**src/rtl/instr_fetch_unit.sv**
```systemverilog
// Instruction-fetch stage: owns the PC, issues one imem request at a time, holds the word for decode.
// Optional fetch watchdog is enabled by defining FETCH_TIMEOUT_EN.
module instr_fetch_unit #(
    parameter logic [31:0] RESET_PC       = 32'h0000_0000,
    parameter int unsigned TIMEOUT_CYCLES = 16
) (
    input  logic        clk,
    input  logic        rst,
    output logic        imem_req,
    output logic [31:0] imem_addr,
    input  logic        imem_ack,
    input  logic [31:0] imem_rdata,
    output logic        inst_valid,
    output logic [31:0] inst,
    output logic [31:0] pc,
    output logic [31:0] pc_plus4,
    input  logic        inst_ready,
    input  logic        pc_src,
    input  logic [31:0] imm_ext,
    output logic        fetch_err,
    output logic [1:0]  err_code
);

    localparam logic [31:0] NOP_INST = 32'h0000_0013;

    typedef enum logic [1:0] {
        IDLE  = 2'd0,
        FETCH = 2'd1,
        HOLD  = 2'd2,
        TRAP  = 2'd3
    } state_t;

    generate
        if (RESET_PC[1:0] != 2'b00) begin : g_bad_reset_pc
            $error("RESET_PC must be word-aligned");
        end
        if (TIMEOUT_CYCLES < 1 || TIMEOUT_CYCLES > 255) begin : g_bad_timeout
            $error("TIMEOUT_CYCLES must be in 1..255");
        end
    endgenerate

    state_t      r_state;
    state_t      w_state_nxt;
    logic [31:0] r_fetch_pc;
    logic [31:0] w_fetch_pc_nxt;
    logic [31:0] r_inst;
    logic [31:0] w_inst_nxt;
    logic [31:0] r_pc;
    logic [31:0] w_pc_nxt;
    logic [1:0]  r_err_code;
    logic [1:0]  w_err_code_nxt;
    logic [31:0] w_next_pc;
    logic        w_to_expire;

`ifdef FETCH_TIMEOUT_EN
    logic [7:0] r_to_cnt;

    // Counter sits at zero outside FETCH, so it is cleared on every FETCH entry.
    always_ff @(posedge clk or posedge rst) begin
        if (rst) begin
            r_to_cnt <= '0;
        end else if (r_state != FETCH) begin
            r_to_cnt <= '0;
        end else if (!imem_ack) begin
            r_to_cnt <= r_to_cnt + 8'd1;
        end
    end

    assign w_to_expire = (r_state == FETCH) && !imem_ack &&
                         ((32'(r_to_cnt) + 32'd1) >= TIMEOUT_CYCLES);
`else
    assign w_to_expire = 1'b0;
`endif

    assign w_next_pc = pc_src ? (r_pc + imm_ext) : (r_pc + 32'd4);

    always_comb begin
        w_state_nxt    = r_state;
        w_fetch_pc_nxt = r_fetch_pc;
        w_inst_nxt     = r_inst;
        w_pc_nxt       = r_pc;
        w_err_code_nxt = r_err_code;
        case (r_state)
            IDLE: begin
                w_state_nxt = FETCH;
            end
            FETCH: begin
                // A same-cycle ack beats the watchdog.
                if (imem_ack) begin
                    w_inst_nxt  = imem_rdata;
                    w_pc_nxt    = r_fetch_pc;
                    w_state_nxt = HOLD;
                end else if (w_to_expire) begin
                    w_err_code_nxt = 2'b10;
                    w_state_nxt    = TRAP;
                end
            end
            HOLD: begin
                if (inst_ready) begin
                    if (w_next_pc[1:0] != 2'b00) begin
                        w_err_code_nxt = 2'b01;
                        w_state_nxt    = TRAP;
                    end else begin
                        w_fetch_pc_nxt = w_next_pc;
                        w_state_nxt    = FETCH;
                    end
                end
            end
            TRAP: begin
                w_state_nxt = TRAP;
            end
            default: begin
                w_state_nxt = IDLE;
            end
        endcase
    end

    always_ff @(posedge clk or posedge rst) begin
        if (rst) begin
            r_state    <= IDLE;
            r_fetch_pc <= RESET_PC;
            r_inst     <= NOP_INST;
            r_pc       <= RESET_PC;
            r_err_code <= 2'b00;
        end else begin
            r_state    <= w_state_nxt;
            r_fetch_pc <= w_fetch_pc_nxt;
            r_inst     <= w_inst_nxt;
            r_pc       <= w_pc_nxt;
            r_err_code <= w_err_code_nxt;
        end
    end

    assign imem_req   = (r_state == FETCH);
    assign imem_addr  = r_fetch_pc;
    assign inst_valid = (r_state == HOLD);
    assign inst       = r_inst;
    assign pc         = r_pc;
    assign pc_plus4   = r_pc + 32'd4;
    assign fetch_err  = (r_state == TRAP);
    assign err_code   = r_err_code;

endmodule

```
**config.mk**
```make
export PLATFORM = sky130hd
export DESIGN_NAME = instr_fetch_unit
export DESIGN_NICKNAME = d
export VERILOG_FILES = /design/src/rtl/instr_fetch_unit.sv
export SDC_FILE = /design/constraint.sdc
export NUM_CORES = 1
export LEC_CHECK = 0
export BUFFER_PORTS_ARGS = -buffer_cell sky130_fd_sc_hd__clkbuf_2
export CAP_MARGIN = 40
export CORE_AREA = 2 2 109 111
export DETAILED_ROUTE_END_ITERATION = 8
export DIE_AREA = 0 0 111 113
export PLACE_DENSITY = 0.8
export SYNTH_ARGS = -nofsm -noshare
export SYNTH_HDL_FRONTEND = slang
export SYNTH_SLANG_ARGS = --single-unit
```
**constraint.sdc**
```tcl
create_clock -name clk -period 9.05 [get_ports clk]
set_input_delay 2.2625 -clock clk [delete_from_list [all_inputs] [get_ports clk]]
set_output_delay 2.2625 -clock clk [all_outputs]
set_load 0.02 [all_outputs]
```
* Word level (Yosys, flattened, before mapping)
Cells that the tools add are included.
Widths: inputs -> output; s select.
** Storage, ports and cells
- Word-level logic and storage cells :: 24
- Output and inout port bits :: 133
- Bits of input ports :: 69
- Register bits :: 99
** Cells by class
- Eq/ne operators :: 5
- Reductions and logical operators :: 6
- Bitwise logic cells :: 1
- Add/subtract/negate cells :: 2
- Muxes and demuxes :: 5
** Operators with widths (number)
- $add 32x3->32 const B :: 1
- $add 32x32->32 :: 1
- $mux 32 :: 1
- $pmux 2 s4 :: 1
- $mux 2 :: 3
- $reduce_and 3->1 :: 2
- $eq 2x2->1 const B :: 2
- $ne 2x1->1 const B :: 2
- $reduce_and 2->1 :: 2
- $eq 2x1->1 const B :: 1
- $logic_not 2->1 :: 1
- $reduce_bool 2->1 :: 1
- $not 1->1 :: 1

* Longest topological paths before layout
Gate-level depths: netlist of run 1.
- Word-level depth :: 6
- Gate-level depth with buffers :: 10
- Depth with buffers taken out :: 10

* Worst setup path before layout of run 1
Ideal clock, no wire load.
- Path kind :: input to register
- Start :: input port imm_ext[20]
- End :: register r_fetch_pc[31] (netlist: imem_addr[31])
- Path buffers :: 1
- Setup time :: 0.138 ns
- Data required time :: 8.912 ns
- Path slack :: 4.786 ns
- Arrival :: 4.127 ns
- Cell stages on the path :: 10
- Cells stage by stage :: ha_1 -> buf_6 -> a211o_1 -> a21oi_4 -> a21boi_1 -> o21ai_1 -> a211o_1 -> a221oi_2 -> xnor2_1 -> o221ai_1
** On the way
- Cells in the longest elaborated chain, start to end :: 2
** Ends and longest elaborated chain
- from (decl) :: line 19 : input logic [31:0] imm_ext,
- $add 32x32->32 :: line 75 : assign w_next_pc = pc_src ? (r_pc + imm_ext) : (r_pc + 32'd4);
- $mux 32 :: line 75
- to (signal assigned) :: line 127 : r_fetch_pc <= w_fetch_pc_nxt;
- to (decl) :: line 44 : logic [31:0] r_fetch_pc;
No other way between the ends.
A chain may end at the register's enable or synchronous reset.

* Worst setup path after layout of run 1
- Start :: register r_pc[4] (netlist: pc[4])
- End :: output port pc_plus4[25]
** On the way
- Cells in the longest elaborated chain, start to end :: 1
** Ends and longest elaborated chain
- from (decl) :: line 48 : logic [31:0] r_pc;
- from (signal assigned) :: line 129 : r_pc <= w_pc_nxt;
- $add 32x3->32 :: line 139 : assign pc_plus4 = r_pc + 32'd4;
- to (decl) :: line 16 : output logic [31:0] pc_plus4,
No other way between the ends.

==> flow_summary.json, run 1 <==
{
  "status": "finished clean",
  "min_from": "err_code[0]",
  "dp_hpwl_mm": 13.4,
  "die_w_um": 111,
  "fin_skew_ns": 0.0110,
  "synthTopCellsByArea": "dfrtp_1 (39%), mux2_2 (12%), ha_1 (6.6%)",
  "cp_data_arrival_time_ns": 2.71,
  "startpoint": "pc[4]",
  "synth.avg_cell_area_um2": 9.94,
  "critPathLaunchType": "register",
  "cts-root-buf": "clkbuf_16",
  "cts_setup_buffers": 0,
  "synth_area_um2": 6100,
  "maxCapViolations": 0,
  "setup_viol": 0,
  "async_flop_share_pct": 100,
  "die-area_um2": 12500,
  "synth_edf_count": 0,
  "insertion_delay_ns": 0.36,
  "hold_depth": 1,
  "gr-usage-met1_pct": 38.5,
  "grt_pass1_vias": 5604,
  "drt_iter0_markers": 411,
  "crit_type": "reg2out",
  "synth_cells": 614,
  "gp_congestion": 0.902,
  "grt_pass1_wl_mm": 28.9,
  "slew_headroom_pct": 42.3,
  "hold_violations": 0,
  "io_pins": 202,
  "leakage_nw": 3.96,
  "yosysSeqAreaShare_pct": 40.7,
  "drive_above_1_share_pct": 37.6,
  "reg2reg_depth": 8,
  "avgRoutedWirePerCell_um": 18.6,
  "place_inst": 936,
  "grt-ovfl-total": 0,
  "cts_tree": "yes",
  "numCtsBuffers": 9,
  "n_antenna_cell": 0,
  "tightest_slew_ns": 0.866,
  "grt_max_degree": 66,
  "grtUsageMet3_pct": 4.82,
  "synth.distinct_cells": 61,
  "crit_fanout": 7,
  "clock.fmax_mhz": 201,
  "synth.largest_area_cell": "dfrtp_1",
  "cts_resized": 0,
  "final_cells": 952,
  "io_buffers": 200,
  "path_clk_slew_ns": 0.07,
  "wl_mm": 17.7,
  "vias_per_cell": 5.83,
  "busiest_layer": "met2",
  "grtUsageMet2_pct": 47.1,
  "dr_total_vias": 5550,
  "crit_path_end_kind": "primary output",
  "area_growth_pct": 22.8,
  "holdBufCountCts": 0,
  "maxSlewViolCount": 0,
  "design.core.area_um2": 11300,
  "r2r-start": "pc[0]",
  "ys_seq_elements": 99,
  "drt-pass1-iter-count": 5,
  "antenna_found_initial": 0,
  "finalCriticalPeriod_ns": 4.97,
  "yosys_warnings": 0,
  "synthesis.nets": 716,
  "max-clock-path-buffers": 2,
  "finalCritPeriodShare_pct": 55.0,
  "cp.required_ns": 6.79,
  "rows": 39,
  "irDropWorstVdd_mv": 0.139,
  "drc": 0,
  "cts_htree_levels": 3,
  "start_util_pct": 54.1,
  "nets": 906,
  "p_per_area_nw_per_um2": 197,
  "fin_setup_tns_ns": 0,
  "clock-sinks": 99,
  "dieHeight_um": 113,
  "min-delay-path-class": "reg2reg",
  "rsz0062_at_grt": "no",
  "grt.total_usage_pct": 28.7,
  "synth_ff_type": "dfrtp_1",
  "ant_nets": 0,
  "fill_cells": 920,
  "synth_top_area_share_pct": 39.4,
  "ff2ff_setup_slack_ns": 6.06
}
-- per-stage QoR --
stage               setup slack [ns]  utilization [%]  hold WS, ns  total power [W]  cell area, um^2
floorplan                       4.20                -        0.522         0.000908             6100
global placement                4.34             63.8        0.474          0.00107             7190
detailed placement              4.27             63.8        0.483          0.00108             7190
CTS                             4.11             66.5        0.501          0.00148             7490
global route                    3.93             66.5        0.531          0.00155             7490
finish                          4.08             66.5        0.498          0.00148             7490
-- power breakdown --
part	leakage, nW	internal, W	switching, W
Clock	0.150	0.000203	0.000194
Sequential	1.28	0.000515	0.0000655
Combinational	2.53	0.000190	0.000309
Total	3.96	0.000908	0.000568
-- per-layer routing --
metal | part of all wire (%) | vias up
li1 | - | 2593
met4 | 2.2 | 0
met2 | 47 | 243
met5 | 0 | -
met3 | 7.3 | 25
met1 | 43 | 2689
-- cell usage in the layout (no fill, tap or decap), drive strengths merged, types with 4 or more instances in the layout --
cell | synthesis | routed
mux2 | 64 | 64
xor2 | 31 | 31
and2 | 5 | 5
nand3 | 18 | 18
nor3 | 11 | 11
a31oi | 12 | 12
ha | 32 | 32
buf | 9 | 4
inv | 12 | 16
clkbuf | 16 | 210
xnor2 | 24 | 24
nor2 | 35 | 35
nand4 | 6 | 6
o21ai | 38 | 38
a21o | 16 | 16
and3 | 14 | 14
a22oi | 9 | 9
nand2 | 56 | 56
dfrtp | 96 | 96
o211ai | 5 | 5
a21oi | 53 | 53
a21boi | 4 | 4
-- critical path, stage by stage, from the launching register on --
cell      delay (ns)
dfrtp_1         0.47
and3_1          0.20
and3_1          0.29
nand3_1         0.30
nor2_1          0.43
and3_1          0.23
xor2_1          0.23
clkbuf_2        0.21
-- worst paths after layout --
path | end
worst min register to register | err_code[0]
max in group asynchronous | imem_addr[19]
min in group asynchronous | imem_addr[31]
worst max-delay path | pc_plus4[25]
worst max register to register | imem_addr[28]
worst min-delay path | err_code[0]
-- cell type report --
class                   count  area [um^2]  area share, %
flip-flops and latches     99         2480           33.1
multi-input cells         477         3450           46.0
clock buffers              10          239           3.19
repair buffers            204         1030           13.8
clock inverters             6         65.1          0.868
well taps                 143          179           2.39
inverters                  13         51.3          0.685
-- kinds of logic after synthesis --
group,synth area share [%]
AOI/OAI and AO/OA,16.8
xor gates and xnor gates,7.89
adders and majority gates,6.89
buffers and inverters,3.03
DFF,40.7
muxes,12.1
other,0.0614
and+or+nand+nor,12.5
-- synthesized netlist by cell type, types with 3 or more instances --
master     n
o211ai_1   5
a21oi_1   51
and3_1    13
nand2_1   56
o21ai_1    8
buf_6      4
a22oi_1    9
buf_4      3
a31oi_1   12
o21ai_0   30
nor2b_1    3
o21bai_1   3
dfstp_2    3
mux2_2    64
xnor2_1   24
xor2_1    31
nand4_1    6
a21o_1    16
inv_1     12
nor2_1    35
nand3_1   18
a211o_1    3
ha_1      32
and2_1     5
clkbuf_1  16
nor3_1    11
dfrtp_1   96
-- flip-flops by register name (all words and copies together) (netlist names) --
| signal | flops |
|---|---|
| err_code | 1 |
| inst | 32 |
| pc | 32 |
| r_state | 2 |
| imem_addr | 32 |
Power figures use the tool's default switching activity.
==> inputs of run 2 (changes only) <==
CORE_AREA = 2 2 112 114   (was 2 2 109 111)
DIE_AREA = 0 0 114 116   (was 0 0 111 113)
PLACE_DENSITY = 0.76   (was 0.8)
clock period = 5 ns   (was 9.05 ns; I/O delays follow)
==> flow_summary.json, run 2 (synthesis gave the netlist of run 1 again) <==
{
  "status": "finished clean",
  "leakage_nw": 3.98,
  "wl_mm": 17.5,
  "holdBufCountCts": 0,
  "slew_headroom_pct": 41.4,
  "numCtsBuffers": 9,
  "crit_path_end_kind": "primary output",
  "clock.fmax_mhz": 259,
  "r2r-start": "pc[2]",
  "crit_type": "reg2out",
  "antenna_found_initial": 0,
  "start_util_pct": 51.2,
  "fill_cells": 1021,
  "grt_max_degree": 44,
  "io_buffers": 200,
  "path_clk_slew_ns": 0.07,
  "ff2ff_setup_slack_ns": 2.00,
  "dp_hpwl_mm": 13.4,
  "io_pins": 202,
  "critPathLaunchType": "register",
  "dieHeight_um": 116,
  "hold_violations": 0,
  "die-area_um2": 13200,
  "max-clock-path-buffers": 2,
  "cp.required_ns": 3.75,
  "seq_area_um2": 2480,
  "n_antenna_cell": 0,
  "irDropWorstVdd_mv": 0.317,
  "fin_setup_tns_ns": 0,
  "cts-root-buf": "clkbuf_16",
  "p_per_area_nw_per_um2": 350,
  "fin_skew_ns": 0.0103,
  "grt_pass1_wl_mm": 27.6,
  "maxSlewViolCount": 0,
  "gp_congestion": 0.917,
  "cts_tree": "yes",
  "area_growth_pct": 23.4,
  "design.core.area_um2": 11900,
  "die_w_um": 114,
  "avgRoutedWirePerCell_um": 18.2,
  "grt_pass1_vias": 5507,
  "cts_resized": 0,
  "hold_depth": 1,
  "min-delay-path-class": "reg2reg",
  "maxCapViolations": 0,
  "cp_cell_sequence": "ha_1, and2_1, nand3_1, or2_1, nor3_1, xor2_1, clkbuf_2",
  "finalCritPeriodShare_pct": 77.3,
  "insertion_delay_ns": 0.35,
  "clock-sinks": 99,
  "grt.total_usage_pct": 26.6,
  "drc": 0,
  "drt-pass1-iter-count": 4,
  "rsz0062_at_grt": "no",
  "reg2reg_depth": 8,
  "drive_above_1_share_pct": 37.8,
  "cp_data_arrival_time_ns": 2.62,
  "cpMaxStageDelayCell": "dfrtp_1",
  "vias_per_cell": 5.77,
  "nets": 909,
  "cts_htree_levels": 3,
  "crit_fanout": 8,
  "grt-ovfl-total": 0,
  "rows": 40,
  "layout_commonest_cell": "clkbuf_2",
  "multiInputGateArea_um2": 3450,
  "whs_ns": 0.491,
  "min_from": "err_code[0]",
  "hold-path-endpoint": "err_code[0]",
  "setup_viol": 0,
  "cts_setup_buffers": 0,
  "drt_iter0_markers": 386,
  "r2r-end": "imem_addr[21]",
  "tightest_slew_ns": 0.873,
  "finalCriticalPeriod_ns": 3.87,
  "critPathMaxStageDelay_ns": 0.50,
  "ant_nets": 0,
  "layout_common_cells": "clkbuf_2 (200), dfrtp_1 (96), mux2_2 (64)",
  "dr_total_vias": 5532
}
## run 2: cell count changes in the layout (fill, tap and decap cells not counted)
cell,delta
buf_12,+2
clkinv_8,-1
buf_4,+1
clkinv_2,+1
## run 2: power breakdown
group | internal [W] | total, W | switching [W]
logic | 0.000345 | 0.000896 | 0.000551
clock network | 0.000362 | 0.000687 | 0.000325
registers | 0.000932 | 0.00105 | 0.000117
total | 0.00164 | 0.00263 | 0.000994
## run 2: stage by stage
step                      cells  util, %  cell area (um^2)  total power [W]  setup WS [ns]
after floorplan             614        -              6100          0.00164           1.16
after global placement      941     60.5              7200          0.00193           1.28
after detailed placement    943     60.8              7240          0.00196           1.30
after CTS                   959     63.2              7530          0.00265           1.14
after global routing        959     63.2              7530          0.00278          0.943
final                       959     63.2              7530          0.00263           1.13
## run 2: worst max-delay path by stage
| stage | end | start | slack [ns] | cells past startpoint |
|---|---|---|---|---|
| floorplan | err_code[0] | rst | 1.16 | 1 |
| global placement | imem_addr[16] | imm_ext[0] | 1.28 | 10 |
| detailed placement | imem_addr[16] | imm_ext[0] | 1.30 | 10 |
| CTS | pc_plus4[30] | pc[2] | 1.14 | 7 |
| global route | pc_plus4[30] | pc[2] | 0.94 | 7 |
| finish | pc_plus4[30] | pc[2] | 1.13 | 7 |
## run 2: cell type report
cell class	count	share of cell area, %
Multi-Input combinational cell	477	45.7
Clock buffer	10	3.17
Tap cell	147	2.44
Inverter	13	0.681
Timing Repair Buffer	207	14.3
Clock inverter	6	0.714
Sequential cell	99	32.9
## run 2: metal layers
metal	vias up	GRT usage, %	share of wire (%)
met2	224	42.4	46
met4	0	12.1	2.7
met5	-	0	0
met1	2657	35.0	44
li1	2616	-	-
met3	35	5.60	7.0
## run 2: worst max-delay path, delay by kind of cell (launching register included)
kind,cells,cell delay [ns]
flops,1,0.50
fa+ha+maj,1,0.26
buf+inv,1,0.22
simple gates,4,1.02
xor+xnor,1,0.27
==> inputs of run 3 (changes only) <==
clock period = 3.92 ns   (was 5 ns; I/O delays follow)
==> flow_summary.json, run 3 (synthesis gave the netlist of run 1 again) <==
{
  "status": "finished clean",
  "design.core.area_um2": 11900,
  "min-delay-path-class": "reg2reg",
  "clock-sinks": 99,
  "cpMaxStageDelayCell": "nor2_1",
  "whs_ns": 0.499,
  "wl_mm": 17.6,
  "finalCriticalPeriod_ns": 3.73,
  "final_util_pct": 63.4,
  "r2r-start": "pc[2]",
  "pwr-share-seq_pct": 39.4,
  "clock.fmax_mhz": 268,
  "clkPwrFrac_pct": 26.3,
  "layout_common_cells": "clkbuf_2 (200), dfrtp_1 (96), mux2_2 (64)",
  "cts_tree": "yes",
  "grtUsageMet3_pct": 4.45,
  "grt_pass1_wl_mm": 28.3,
  "finalCritPeriodShare_pct": 95.2,
  "insertion_delay_ns": 0.36,
  "cp_data_arrival_time_ns": 2.75,
  "rows": 40,
  "setup_viol": 0,
  "area_growth_pct": 23.7,
  "final_cells": 963,
  "numCtsBuffers": 9,
  "dr_total_vias": 5541,
  "drt-pass1-iter-count": 5,
  "gp_congestion": 0.968,
  "drc": 0,
  "seq_area_um2": 2480,
  "p_comb_share_pct": 34.2,
  "multiInputGateArea_um2": 3450,
  "die-area_um2": 13200,
  "reg2reg_depth": 8,
  "avgRoutedWirePerCell_um": 18.3,
  "grt_max_degree": 50,
  "io_pins": 202,
  "fin_skew_ns": 0.00756,
  "ff2ff_setup_slack_ns": 0.97,
  "fin_setup_tns_ns": 0,
  "p_int_w": 0.00209,
  "r2r-end": "imem_addr[27]",
  "placed_area_um2": 7260,
  "rsz0062_at_grt": "no",
  "critPathMaxStageDelay_ns": 0.53,
  "grt.total_usage_pct": 27.4,
  "maxCapViolations": 0,
  "crit_fanout": 7,
  "p_per_area_nw_per_um2": 448,
  "gr-usage-met1_pct": 38.1,
  "hold-path-endpoint": "err_code[0]",
  "leakage_nw": 4.00,
  "drive_above_1_share_pct": 38.1,
  "layout_commonest_cell": "clkbuf_2",
  "path_buf_inv": 1,
  "cp.required_ns": 2.94,
  "min_from": "err_code[0]",
  "nets": 913,
  "grt-ovfl-total": 0,
  "n_antenna_cell": 0,
  "vias_per_cell": 5.75,
  "cts-root-buf": "clkbuf_16",
  "slew_headroom_pct": 41.4,
  "crit_path_end_kind": "primary output",
  "io_buffers": 200,
  "holdBufCountCts": 0,
  "cts_setup_buffers": 0,
  "drt_iter0_markers": 412,
  "max-clock-path-buffers": 2,
  "ant_nets": 0,
  "power_switching_share_pct": 38.4,
  "fill_cells": 990,
  "path_delay_family": "simple AND/OR/NAND/NOR gates",
  "final_area_um2": 7550,
  "dieHeight_um": 116,
  "tightest_slew_ns": 0.872,
  "cp_cell_sequence": "nand4_1, nor2_1, nand3_1, nor2_1, nand3_1, xnor2_1, clkbuf_2",
  "p_sw_w": 0.00130,
  "hold_depth": 1,
  "start_util_pct": 51.2,
  "grtUsageMet2_pct": 43.8,
  "die_w_um": 114,
  "critPathLaunchType": "register",
  "hold_violations": 0,
  "dp_hpwl_mm": 13.5,
  "maxSlewViolCount": 0,
  "path_clk_slew_ns": 0.07,
  "antenna_found_initial": 0,
  "busiest_layer": "met2",
  "place_inst": 947,
  "crit_type": "reg2out",
  "irDropWorstVdd_mv": 0.324,
  "cts_htree_levels": 3,
  "grt_pass1_vias": 5350,
  "cts_resized": 0
}
## run 3: final cells by class
cell class / instances / area share, %
repair buffers: 211 / 14.5
clock inverters: 7 / 0.911
inverters: 13 / 0.679
clock buffers: 9 / 2.98
multi-input cells: 477 / 45.6
flip-flops and latches: 99 / 32.9
well taps: 147 / 2.44
## run 3: power groups by stage
stage | registers (W) | logic [W] | clock network [W]
after floorplan | 0.00153 | 0.000569 | 0
after global placement | 0.00134 | 0.00115 | 0
after detailed placement | 0.00135 | 0.00116 | 0
after CTS | 0.00133 | 0.00116 | 0.000914
after global routing | 0.00136 | 0.00126 | 0.000954
final | 0.00133 | 0.00116 | 0.000892
## run 3: worst reg2reg max path, cell delays in order (launching register included)
cell,delay [ns]
dfrtp_1,0.48
ha_1,0.42
nand3_1,0.09
o21ai_1,0.33
a21oi_1,0.21
o31ai_1,0.79
o221a_2,0.32
a21oi_1,0.07
a21o_1,0.15
## run 3: worst max path at each step
stage | start | endpoint | slack (ns) | cells past startpoint
floorplan | rst | err_code[0] | 0.35 | 1
CTS | pc[14] | pc_plus4[31] | 0.18 | 7
global placement | imm_ext[3] | imem_addr[27] | 0.49 | 9
detailed placement | imm_ext[3] | imem_addr[27] | 0.46 | 9
finish | pc[14] | pc_plus4[31] | 0.19 | 7
global route | pc[14] | pc_plus4[31] | 0.05 | 7
## run 3: routing by layer
| metal | vias up | wire [um] |
|---|---|---|
| li1 | 2622 | - |
| met2 | 213 | 8240 |
| met4 | 0 | 313 |
| met1 | 2687 | 7840 |
| met5 | - | 0 |
| met3 | 19 | 1220 |
## run 3: through the flow
stage / power, W / setup WS (ns)
floorplan: 0.00210 / 0.355
global placement: 0.00249 / 0.493
detailed placement: 0.00251 / 0.465
CTS: 0.00341 / 0.182
global route: 0.00357 / 0.0455
finish: 0.00338 / 0.189
